$ cat config.mk
export PLATFORM = sky130hd
export DESIGN_NAME = cp0_exc_unit
export DESIGN_NICKNAME = d
export VERILOG_FILES = /design/src/rtl/cp0_exc_unit.sv
export SDC_FILE = /design/constraint.sdc
export NUM_CORES = 1
export LEC_CHECK = 0
export ABC_AREA = 1
export BUFFER_PORTS_ARGS = -buffer_cell sky130_fd_sc_hd__buf_2
export CORE_ASPECT_RATIO = 0.75
export CORE_MARGIN = 2
export CORE_UTILIZATION = 30
export DETAILED_ROUTE_END_ITERATION = 12
export SLEW_MARGIN = 10
export SYNTH_ARGS = -nofsm -noshare
export SYNTH_HDL_FRONTEND = slang
export SYNTH_SLANG_ARGS = --single-unit
$ cat constraint.sdc
create_clock -name clk -period 3.3 [get_ports clk]
set_clock_uncertainty 0.15 [all_clocks]
set_input_delay 0 -clock clk [delete_from_list [all_inputs] [get_ports clk]]
set_output_delay 0 -clock clk [all_outputs]
set_load 0.02 [all_outputs]
$ cat src/rtl/cp0_exc_unit.sv
// MIPS-style CP0 exception unit: Status/Cause/EPC/BadVAddr/Count/Compare,
// trap and ERET sequencing, and a registered pipeline-flush/redirect pulse.
module cp0_exc_unit #(
  parameter int          HW_INT_NUM = 6,
  parameter int          COUNT_DIV  = 2,
  parameter logic [31:0] EXC_VECTOR = 32'h0000_0100,
  parameter logic [31:0] INT_VECTOR = 32'h0000_0040
) (
  input  logic                  clk,
  input  logic                  rst_n,
  input  logic                  we,
  input  logic [4:0]            waddr,
  input  logic [31:0]           wdata,
  input  logic                  re,
  input  logic [4:0]            raddr,
  output logic [31:0]           rdata,
  input  logic [HW_INT_NUM-1:0] hw_int_i,
  input  logic                  exc_valid_i,
  input  logic [4:0]            exccode_i,
  input  logic [31:0]           badvaddr_i,
  input  logic                  eret_i,
  input  logic [31:0]           pc_i,
  input  logic                  in_delay_i,
  input  logic                  pc_valid_i,
  output logic                  flush_o,
  output logic [31:0]           excaddr_o,
  output logic [31:0]           status_o,
  output logic [31:0]           cause_o,
  output logic [31:0]           epc_o,
  output logic                  timer_int_o
);

  localparam logic [4:0] ADDR_BADVADDR = 5'd8;
  localparam logic [4:0] ADDR_COUNT    = 5'd9;
  localparam logic [4:0] ADDR_COMPARE  = 5'd11;
  localparam logic [4:0] ADDR_STATUS   = 5'd12;
  localparam logic [4:0] ADDR_CAUSE    = 5'd13;
  localparam logic [4:0] ADDR_EPC      = 5'd14;

  localparam int PW = (COUNT_DIV > 1) ? $clog2(COUNT_DIV) : 1;
  localparam logic [PW-1:0] PRESC_LAST = PW'(COUNT_DIV - 1);

  logic [31:0]   badvaddr;
  logic [31:0]   count;
  logic [31:0]   compare;
  logic [PW-1:0] presc;
  logic          eq_q;
  logic [7:0]    status_im;
  logic          status_exl;
  logic          status_ie;
  logic          cause_bd;
  logic          cause_ti;
  logic [1:0]    cause_ip_sw;
  logic [5:0]    hw_ip;
  logic [4:0]    cause_exccode;
  logic [31:0]   epc;
  logic          flush;
  logic [31:0]   excaddr;

  logic [5:0]    hw_vec;
  logic [7:0]    cause_ip;
  logic [31:0]   status_val;
  logic [31:0]   cause_val;
  logic          count_eq;
  logic          presc_wrap;
  logic          int_pending;
  logic          take_exc;
  logic          take_int;
  logic          take_trap;
  logic          take_eret;
  logic          do_mtc0;
  logic          wr_count;
  logic          wr_compare;
  logic          wr_status;
  logic          wr_cause;
  logic          wr_epc;

  always_comb begin
    hw_vec = '0;
    hw_vec[HW_INT_NUM-1:0] = hw_int_i;
  end

  // The timer shares IP7 with hardware line 5.
  assign cause_ip   = {hw_ip[5] | cause_ti, hw_ip[4:0], cause_ip_sw};
  assign status_val = {3'b000, 1'b1, 12'h000, status_im, 6'b00_0000, status_exl, status_ie};
  assign cause_val  = {cause_bd, cause_ti, 14'h0000, cause_ip, 1'b0, cause_exccode, 2'b00};

  assign count_eq   = (count == compare);
  assign presc_wrap = (presc == PRESC_LAST);

  // Exception beats interrupt beats ERET beats MTC0.
  always_comb begin
    int_pending = status_ie & ~status_exl & (|(cause_ip & status_im));
    take_exc    = exc_valid_i;
    take_int    = ~exc_valid_i & pc_valid_i & int_pending;
    take_trap   = take_exc | take_int;
    take_eret   = eret_i & ~take_trap;
    do_mtc0     = we & ~take_trap & ~take_eret;
    wr_count    = do_mtc0 & (waddr == ADDR_COUNT);
    wr_compare  = do_mtc0 & (waddr == ADDR_COMPARE);
    wr_status   = do_mtc0 & (waddr == ADDR_STATUS);
    wr_cause    = do_mtc0 & (waddr == ADDR_CAUSE);
    wr_epc      = do_mtc0 & (waddr == ADDR_EPC);
  end

  // TI fires on a fresh Count/Compare match; eq_q starts high so the
  // zero/zero match out of reset does not count as one.
  always_ff @(posedge clk) begin
    if (!rst_n) begin
      count    <= '0;
      compare  <= '0;
      presc    <= '0;
      cause_ti <= 1'b0;
      eq_q     <= 1'b1;
    end else begin
      eq_q <= count_eq;
      if (wr_count) begin
        count <= wdata;
        presc <= '0;
      end else if (presc_wrap) begin
        count <= count + 32'd1;
        presc <= '0;
      end else begin
        presc <= presc + PW'(1);
      end
      if (wr_compare) begin
        compare  <= wdata;
        cause_ti <= 1'b0;
      end else if (count_eq && !eq_q) begin
        cause_ti <= 1'b1;
      end
    end
  end

  always_ff @(posedge clk) begin
    if (!rst_n) begin
      hw_ip <= '0;
    end else begin
      hw_ip <= hw_vec;
    end
  end

  // A trap taken while already at EXL keeps the original return point.
  always_ff @(posedge clk) begin
    if (!rst_n) begin
      status_im     <= '0;
      status_exl    <= 1'b0;
      status_ie     <= 1'b0;
      cause_bd      <= 1'b0;
      cause_ip_sw   <= '0;
      cause_exccode <= '0;
      epc           <= '0;
      badvaddr      <= '0;
    end else if (take_trap) begin
      if (!status_exl) begin
        epc      <= in_delay_i ? (pc_i - 32'd4) : pc_i;
        cause_bd <= in_delay_i;
      end
      status_exl    <= 1'b1;
      cause_exccode <= take_exc ? exccode_i : 5'h00;
      if (take_exc && (exccode_i == 5'h04 || exccode_i == 5'h05)) begin
        badvaddr <= badvaddr_i;
      end
    end else if (take_eret) begin
      status_exl <= 1'b0;
    end else begin
      if (wr_status) begin
        status_im  <= wdata[15:8];
        status_exl <= wdata[1];
        status_ie  <= wdata[0];
      end
      if (wr_cause) begin
        cause_ip_sw <= wdata[9:8];
      end
      if (wr_epc) begin
        epc <= wdata;
      end
    end
  end

  always_ff @(posedge clk) begin
    if (!rst_n) begin
      flush   <= 1'b0;
      excaddr <= '0;
    end else begin
      flush <= take_trap | take_eret;
      if (take_exc) begin
        excaddr <= EXC_VECTOR;
      end else if (take_int) begin
        excaddr <= INT_VECTOR;
      end else if (take_eret) begin
        excaddr <= epc;
      end
    end
  end

  always_comb begin
    rdata = '0;
    if (rst_n && re) begin
      case (raddr)
        ADDR_BADVADDR: rdata = badvaddr;
        ADDR_COUNT:    rdata = count;
        ADDR_COMPARE:  rdata = compare;
        ADDR_STATUS:   rdata = status_val;
        ADDR_CAUSE:    rdata = cause_val;
        ADDR_EPC:      rdata = epc;
        default:       rdata = '0;
      endcase
    end
  end

  assign flush_o     = flush;
  assign excaddr_o   = excaddr;
  assign status_o    = status_val;
  assign cause_o     = cause_val;
  assign epc_o       = epc;
  assign timer_int_o = cause_ti;

endmodule

Word-level counts from Yosys, hierarchy flattened:

Index checks and enable logic that the tools add are counted.

* bits of input ports: 125
* register bits after elaboration: 188
* output and inout bits: 162
* logic and storage cells: 94

* add/sub/neg operators: 3
* reduce and logical (&&, ||, !) cells: 20
* eq/ne operators: 16
* bitwise operators: 21
* multiplexer cells: 16

Operators by type and width (count)
* 32-bit two-way mux: 8
* 32-bit one-hot mux with 6 select lines: 1
* 5-bit by 4-bit == test with 1-bit output, second input constant: 11
* 32-bit by 1-bit adder with 32-bit output, second input constant: 1
* 32-bit == test: 1
* 32-bit by 3-bit subtractor with 32-bit output, second input constant: 1
* 9-bit two-way mux: 3
* 1-bit AND: 12
* 5-bit by 3-bit == test with 1-bit output, second input constant: 2
* 3-bit AND reduction: 3
* 8-bit AND: 1
* 8-bit OR reduction: 1
* 2-bit nonzero test: 3
* 3-bit nonzero test: 2
* 3-bit OR reduction: 2
* 5-bit two-way mux: 1
* 1-bit inverter: 5
* 2-bit inequality test, second input constant: 2
* 2-bit AND reduction: 2
* 2-bit OR reduction: 2
* 1-bit logical AND: 3
* 1-bit two-way mux: 3
* 1-bit bitwise OR: 3
* 1-bit adder, second input constant: 1
* other kinds (2): 2

Logic depth before layout (Yosys ltp):

Gate-level depths: netlist of run 1.

* word-level depth: 14
* gate-level depth with buffers: 13
* gate-level depth less buffers: 13

Least setup slack after synthesis of run 1:

No wires, ideal clock.

* path type: register to register
* from: reg cause_ti, in the netlist timer_int_o
* to: reg count[15]
* library setup time: 0.128 ns
* data required time: 3.022 ns
* arrival time: 1.601 ns
* path slack: 1.421 ns
* clock period less this slack: 1.879 ns
* stages on the path, launching flop included: 12
* buffers on the path: 1
* cells stage by stage: dfxtp_1 > nor2_2 > nor2_1 > nor2_2 > nand2_2 > nand2_4 > nand4_4 > o21bai_4 > buf_4 > nor2_1 > nor2_1 > nor2_1

* word-level cells in the longest chain between the ends: 12
* elaborated cells between the ends (all ways): 14
* those cells by class: mux: 1; bitwise: 11; reduce/logical: 2

Ends and longest elaborated chain
* from (decl): RTL line 52 `logic cause_ti;`
* from (signal assigned): RTL line 113 `cause_ti <= 1'b0;`
* from (signal assigned): RTL line 128 `cause_ti <= 1'b0;`
* from (signal assigned): RTL line 130 `cause_ti <= 1'b1;`
* 1-bit bitwise OR *: RTL line 84 `assign cause_ip = {hw_ip[5] | cause_ti, hw_ip[4:0], cause_ip_sw};`
* 8-bit AND *: RTL line 93 `int_pending = status_ie & ~status_exl & (|(cause_ip & status_im));`
* 8-bit OR reduction *: RTL line 93
* 1-bit AND *: RTL line 93
* 1-bit AND *: RTL line 95 `take_int = ~exc_valid_i & pc_valid_i & int_pending;`
* 1-bit bitwise OR *: RTL line 96 `take_trap = take_exc | take_int;`
* 1-bit inverter (no source line) *
* 1-bit AND: RTL line 97 `take_eret = eret_i & ~take_trap;`
* 1-bit inverter (no source line)
* 1-bit AND *: RTL line 98 `do_mtc0 = we & ~take_trap & ~take_eret;`
* 1-bit AND *: RTL line 99 `wr_count = do_mtc0 & (waddr == ADDR_COUNT);`
* 32-bit two-way mux or 2-bit nonzero test (tied branches)
* to (signal assigned): RTL line 118 `count <= wdata;`
* to (signal assigned): RTL line 121 `count <= count + 32'd1;`
* to (decl): RTL line 44 `logic [31:0] count;`

Mark *: on every way between the ends. The rest lies on a longest branch, timed or not.
A chain may end at the register's enable or synchronous reset.

==> flow_metrics.tcl, run 1 <==
set metrics [dict create \
    path_clk_slew_ns 0.08 \
    syn_area_mm2 0.01112 \
    worstSkewPairLatency_ns 0.47 \
    fmax_mhz 328.1 \
    max_slew_margin_pct 31.12 \
    fin_crit_sh_pct 92.36 \
    r2r-start "hw_ip[1]" \
    pwr-share-clk_pct 39.0 \
    synth.avg_cell_area_um2 6.218 \
    wl_met3_mm 4.548 \
    pwr_density_cell_mw_per_mm2 368.7 \
    portBuffers 247 \
    dp_hpwl_mm 37.22 \
    slew_viol_final 0 \
    avgRoutedWirePerCell_um 18.55 \
    synth.most_common_cell "nand2_1" \
    hp-class "in -> reg" \
    ant_nets 0 \
    wl_met2_mm 20.89 \
    worstPathArrival_ns 3.31 \
    grt_start_max_net_pins 95 \
    synth_edf_count 0 \
    post_cts_buffers 0 \
    multi_input_area_mm2 0.006052 \
    seq_area_frac_synth_pct 33.84 \
    clockBufferDepth 2 \
    hold_viol_final 0 \
    cts_buffers 17 \
    tightestPinTransition_ns 1.033 \
    startpoint_type "input port" \
    cts_tree "yes" \
    crit_type "in -> reg" \
    drv_cap 0 \
    vias 13140 \
    min_period_ns 3.048 \
    track_usage_pct 25.10 \
    clock_sinks 188 \
    leakage_uw 0.006287 \
    async_flop_share_pct 0 \
    p_int_uw 3709 \
    io_pins 287 \
    drtIter0Drc 1451 \
    drc 0 \
    synth_top_area_share_pct 33.84 \
    top_layer "met5" \
    peakVddDrop_mv 0.3307 \
    syn_inst 1789 \
    cp-end-kind "flip-flop" \
    die_area_mm2 0.03865 \
    synth_area_leaders "dfxtp_1 34%, nand2_1 16%, nor2_1 9.9%" \
    grt_pass1_vias 11770 \
    synthTopCellsByCount "482 x nand2_1, 293 x nor2_1, 188 x dfxtp_1" \
    power.sequential.fraction_pct 44.6 \
    antenna_found_initial 2 \
    area_delta_synth_final_pct 33.21 \
    gp_congestion 0.9892 \
    initial_core_util_pct 30.24 \
    seq_area_mm2 0.003764 \
    p_sw_uw 1753 \
    rsz0062_at_grt "false" \
    yosysUniqueCellTypes 44 \
    die_h_um 170.8 \
    total_power_uw 5462 \
    hp-start "pc_i[10]" \
    met1Wirelength_mm 22.68 \
    num_rows 61 \
    cts_root_buffer "clkbuf_16" \
    die_x_um 226.3 \
    grt_pass1_wl_mm 72.18 \
    post-route-util_pct 40.28 \
    htree_levels 4 \
    num-fill-cells 3927 \
    synth_ff_type "dfxtp_1" \
    finalWirelength_mm 49.48 \
    p_comb_share_pct 16.5 \
    fin_nets 2276 \
    ys.warnings.count 0 \
    viasPerCell 4.927 \
    tns_ns 0 \
    finalSetupViolations 0 \
    ys_seq_elements 188 \
    cp.required_ns 3.56 \
    core_mm2 0.03679 \
    status "completed" \
    drive_gt1_share_pct 15.59 \
    yosysTopAreaCell "dfxtp_1" \
    cp_max_fo 94 \
    grt_overflow_total 0 \
    firstDrtPassIters 6 \
    crit_start "rst_n" \
    switching_share_pct 32.10 \
]
-- worst max-delay path, stage by stage --
cell	delay, ns
dlygate4sd3_1	0.54
buf_4	0.39
buf_4	0.81
o21ai_0	0.24
dlygate4sd3_1	0.64
nor2_1	0.08
dlygate4sd3_1	0.54
-- area by class of cell --
class / count / share of cell area, %
sequential: 188 / 25.40
clock buffer: 18 / 2.964
clock inverter: 14 / 1.013
multi-input combinational: 1320 / 40.85
tap: 504 / 4.256
timing repair buffer: 436 / 20.77
antenna: 1 / 0.01689
inverter: 186 / 4.729
-- cell usage in the layout (no fill, tap or decap), types with 2 or more instances in the layout --
cell type,netlist,final
inv_1,179,179
dfxtp_1,188,188
a31oi_1,8,8
clkinv_1,2,2
or2_2,8,8
a221oi_1,19,19
nand3b_1,9,9
o21ai_0,134,134
nor2_4,3,3
nand2_1,482,482
nand3_1,74,73
ha_1,2,2
a21oi_1,122,122
o21ai_1,17,17
nor3_1,10,10
nand3_2,1,2
nand2_2,4,4
xnor2_1,24,24
clkbuf_16,0,17
inv_8,0,3
o22ai_1,22,22
buf_2,22,246
nor2_1,293,293
dlygate4sd3_1,0,163
buf_4,56,26
conb_1,2,39
inv_2,4,4
nand4_1,9,9
clkinvlp_4,0,2
clkinv_4,0,2
clkinv_8,0,3
xor2_1,15,15
nand4_4,2,2
nor2_2,4,4
a211oi_1,8,8
inv_6,0,4
o211ai_1,2,2
-- registers in the layout, indices dropped and copies added, names as in the netlist --
signal         count
count             32
eq_q               1
status_exl         1
cause_bd           1
excaddr_o         32
presc              1
cause_ip_sw        2
badvaddr          32
cause_exccode      5
compare           32
status_ie          1
status_im          8
epc_o             32
timer_int_o        1
flush_o            1
hw_ip              6
-- per-layer routing --
metal  track usage, %  vias to the layer above
li1                 -                     6339
met1            35.75                     6118
met4            8.553                        4
met3            5.581                       83
met5                0                        -
met2            37.10                      597
-- cells by family (layout without fill, tap and decap cells) --
kind of cell / Yosys count / after routing / synth area share [%]
buf+inv: 318 / 654 / 13.05
compound gates: 338 / 338 / 16.82
simple gates: 902 / 902 / 32.94
flops: 188 / 188 / 33.84
other cells: 2 / 40 / 0.06752
xor+xnor: 39 / 39 / 3.071
fa+ha+maj: 2 / 2 / 0.2249
-- power groups by stage --
| stage | Sequential [uW] | Combinational [uW] | Clock (uW) |
|---|---|---|---|
| 5_1_grt | 2440 | 974 | 2250 |
| 4_1_cts | 2430 | 882 | 2160 |
| 3_5_place_dp | 2490 | 729 | 0 |
| 2_1_floorplan | 2490 | 416 | 0 |
| 3_3_place_gp | 2480 | 730 | 0 |
| 6_report | 2430 | 899 | 2130 |
-- through the flow --
| step | instances | setup slack [ns] | hold WS (ns) | cell area, um2 |
|---|---|---|---|---|
| after floorplan | 1826 | 1.421 | -0.05237 | 11260 |
| after global placement | 2471 | 0.9618 | 0.04543 | 12590 |
| after detailed placement | 2471 | 0.9127 | 0.03856 | 12590 |
| after CTS | 2666 | 0.4081 | 0.001803 | 14810 |
| after global routing | 2666 | 0.1414 | 0.06804 | 14810 |
| final | 2667 | 0.2523 | 0.05730 | 14820 |
-- worst paths after layout --
path	endpoint	slack (ns)	cells after the start
max	cause_ip_sw[0]	0.25	7
min	epc_o[10]	0.06	7
max reg2reg	cause_ip_sw[0]	0.32	12
min reg2reg	badvaddr[4]	0.30	2
-- repair_timing --
action	CTS	global route
gates resized for setup	0	0
hold buffers	163	0
hold endpoints to repair	155	0
No activity file was read; power rests on OpenSTA's default activity.
==> run 2: changes to the inputs <==
--- a/config.mk
+++ b/config.mk
@@ -8,7 +8,6 @@
 export ABC_AREA = 1
 export BUFFER_PORTS_ARGS = -buffer_cell sky130_fd_sc_hd__buf_2
 export CORE_ASPECT_RATIO = 0.75
-export CORE_MARGIN = 2
 export CORE_UTILIZATION = 30
 export DETAILED_ROUTE_END_ITERATION = 12
 export SLEW_MARGIN = 10
==> run 2 against run 1 <==
Effect of this change: clock-buffer cell count grew 2; maximum frequency grew 14%; first-iteration DRC count shrank 9.5%; final cell count shrank 0.75%; worst hold slack lost 0.0094 ns; global-route usage grew 0.72 points; wire length grew 0.94%; non-clock buffer count shrank 11; highest routed layer is now met4.
==> flow_metrics.tcl, run 2 (same netlist as run 1, synthesis figures left out) <==
set metrics [dict create \
    cp_cell_sequence "nand2_1, nand3_1, nor2_1, nand2_2, nand2_4, nand2_2, nand2_1, inv_1, nor2_1, buf_4, a21oi_1, dlygate4sd3_1, nor2_1" \
    firstDrtPassIters 5 \
    status "completed" \
    layout_common_cells "482 x nand2_1, 293 x nor2_1, 246 x buf_2" \
    critPathBufInv 3 \
    max_slew_margin_pct 40.44 \
    peakVddDrop_mv 0.3641 \
    min_period_ns 2.684 \
    finalSetupViolations 0 \
    ant_nets 0 \
    dp.cells 2464 \
    antenna_found_initial 1 \
    final_cell_count_no_fill 2647 \
    leakage_uw 0.006254 \
    multi_input_area_mm2 0.006052 \
    hp-class "in -> reg" \
    gp_congestion 0.9335 \
    seq_area_mm2 0.003764 \
    pwr_density_cell_mw_per_mm2 375.7 \
    post_cts_buffers 0 \
    die_x_um 224.3 \
    die_area_mm2 0.03786 \
    track_usage_pct 25.82 \
    path_clk_slew_ns 0.08 \
    grt_start_max_net_pins 116 \
    fin_crit_sh_pct 81.34 \
    startpoint_type "flip-flop" \
    initial_core_util_pct 30.74 \
    worst-r2r-setup-slack_ns 0.62 \
    hold_viol_final 0 \
    layout_commonest_cell "nand2_1" \
    dp_hpwl_mm 37.35 \
    cts_resized 0 \
    htree_levels 4 \
    slowest_stage "dlygate4sd3_1" \
    slew_viol_final 0 \
    critPathTopFamily "simple AND/OR/NAND/NOR gates" \
    num-fill-cells 3868 \
    vias 12900 \
    drive_gt1_share_pct 15.71 \
    clockBufferDepth 2 \
    io_pins 287 \
    worstPathArrival_ns 2.94 \
    total_power_uw 5525 \
    fin_nets 2265 \
    cpMostUsedCell "nor2_1" \
    cp.required_ns 3.55 \
    crit_type "reg -> reg" \
    core_mm2 0.03618 \
    fmax_mhz 372.6 \
    drv_cap 0 \
    die_h_um 168.8 \
    cts_root_buffer "clkbuf_16" \
    clock_sinks 188 \
    dpl_cell_area_mm2 0.01259 \
    num_antenna_cells 0 \
    cts_tree "yes" \
    slowest_delay_ns 0.57 \
    tightestPinTransition_ns 0.8925 \
    tns_ns 0 \
    grt_pass1_wl_mm 72.60 \
    num_rows 60 \
    worstSkewPairLatency_ns 0.46 \
    grt_overflow_total 0 \
    drtIter0Drc 1313 \
    avgRoutedWirePerCell_um 18.87 \
    portBuffers 247 \
    rsz0062_at_grt "false" \
    final_area_mm2 0.01471 \
    finalWirelength_mm 49.94 \
    cp_max_fo 20 \
    area_delta_synth_final_pct 32.21 \
    drc 0 \
    grt_pass1_vias 11810 \
    cp-end-kind "flip-flop" \
    cts_buffers 17 \
    viasPerCell 4.874 \
]
run 2: cell count changes in the layout (fill, tap and decap cells not counted):
cell           change
dlygate4sd3_1     -12
clkinv_8           -3
inv_8              -3
bufinv_16          +2
clkbuf_8           +2
clkinv_2           +2
inv_6              -2
buf_4              +1
clkinv_4           +1
clkinvlp_4         +1
diode_2            -1
run 2: metrics by stage:
step                worst slack, ns  hold slack [ns]  util [%]
floorplan                     1.421         -0.05237         -
global placement             0.9710          0.04982     34.80
detailed placement           0.9157          0.04121     34.80
CTS                          0.6805         0.002462     40.64
global route                 0.4634          0.08462     40.64
finish                       0.6159          0.04794     40.64
run 2: worst paths after layout:
check	end	cells past startpoint	from
min reg2reg	badvaddr[31]	2	badvaddr[31]
max reg2reg	epc_o[13]	13	hw_ip[4]
max	epc_o[13]	13	hw_ip[4]
min	epc_o[9]	7	pc_i[9]
run 2: worst register-to-register path: stages (launching register included):
cell,delay [ns]
dfxtp_1,0.34
nand2_1,0.08
nand3_1,0.08
nor2_1,0.17
nand2_2,0.15
nand2_4,0.12
nand2_2,0.16
nand2_1,0.18
inv_1,0.08
nor2_1,0.11
buf_4,0.27
a21oi_1,0.08
dlygate4sd3_1,0.57
nor2_1,0.10
run 2: what timing repair did:
action	CTS	global route
endpoints found under the hold margin	155	0
hold buffers	151	0
setup endpoints to repair	0	0
run 2: area by class of cell:
type / count / share of cell area [%]
repair buffers: 425 / 20.16
inverters: 186 / 4.765
clock inverters: 12 / 0.9274
well taps: 496 / 4.220
flip-flops and latches: 188 / 25.59
clock buffers: 20 / 3.174
multi-input cells: 1320 / 41.16
run 2: report_power, final:
part / internal, uW / total, uW / switching (uW) / leakage [uW]
Sequential: 2340 / 2440 / 104 / 0.00153
Combinational: 333 / 893 / 560 / 0.00444
Clock: 1180 / 2190 / 1010 / 0.000289
run 2: layer usage:
metal  vias to the layer above  GRT usage [%]  routed length (um)
met2                       567          39.22               21570
met1                      5966          35.67               22640
met4                         0          8.696                1217
met3                        58          6.093                4507
li1                       6310              -                   -
met5                         -              0                   0
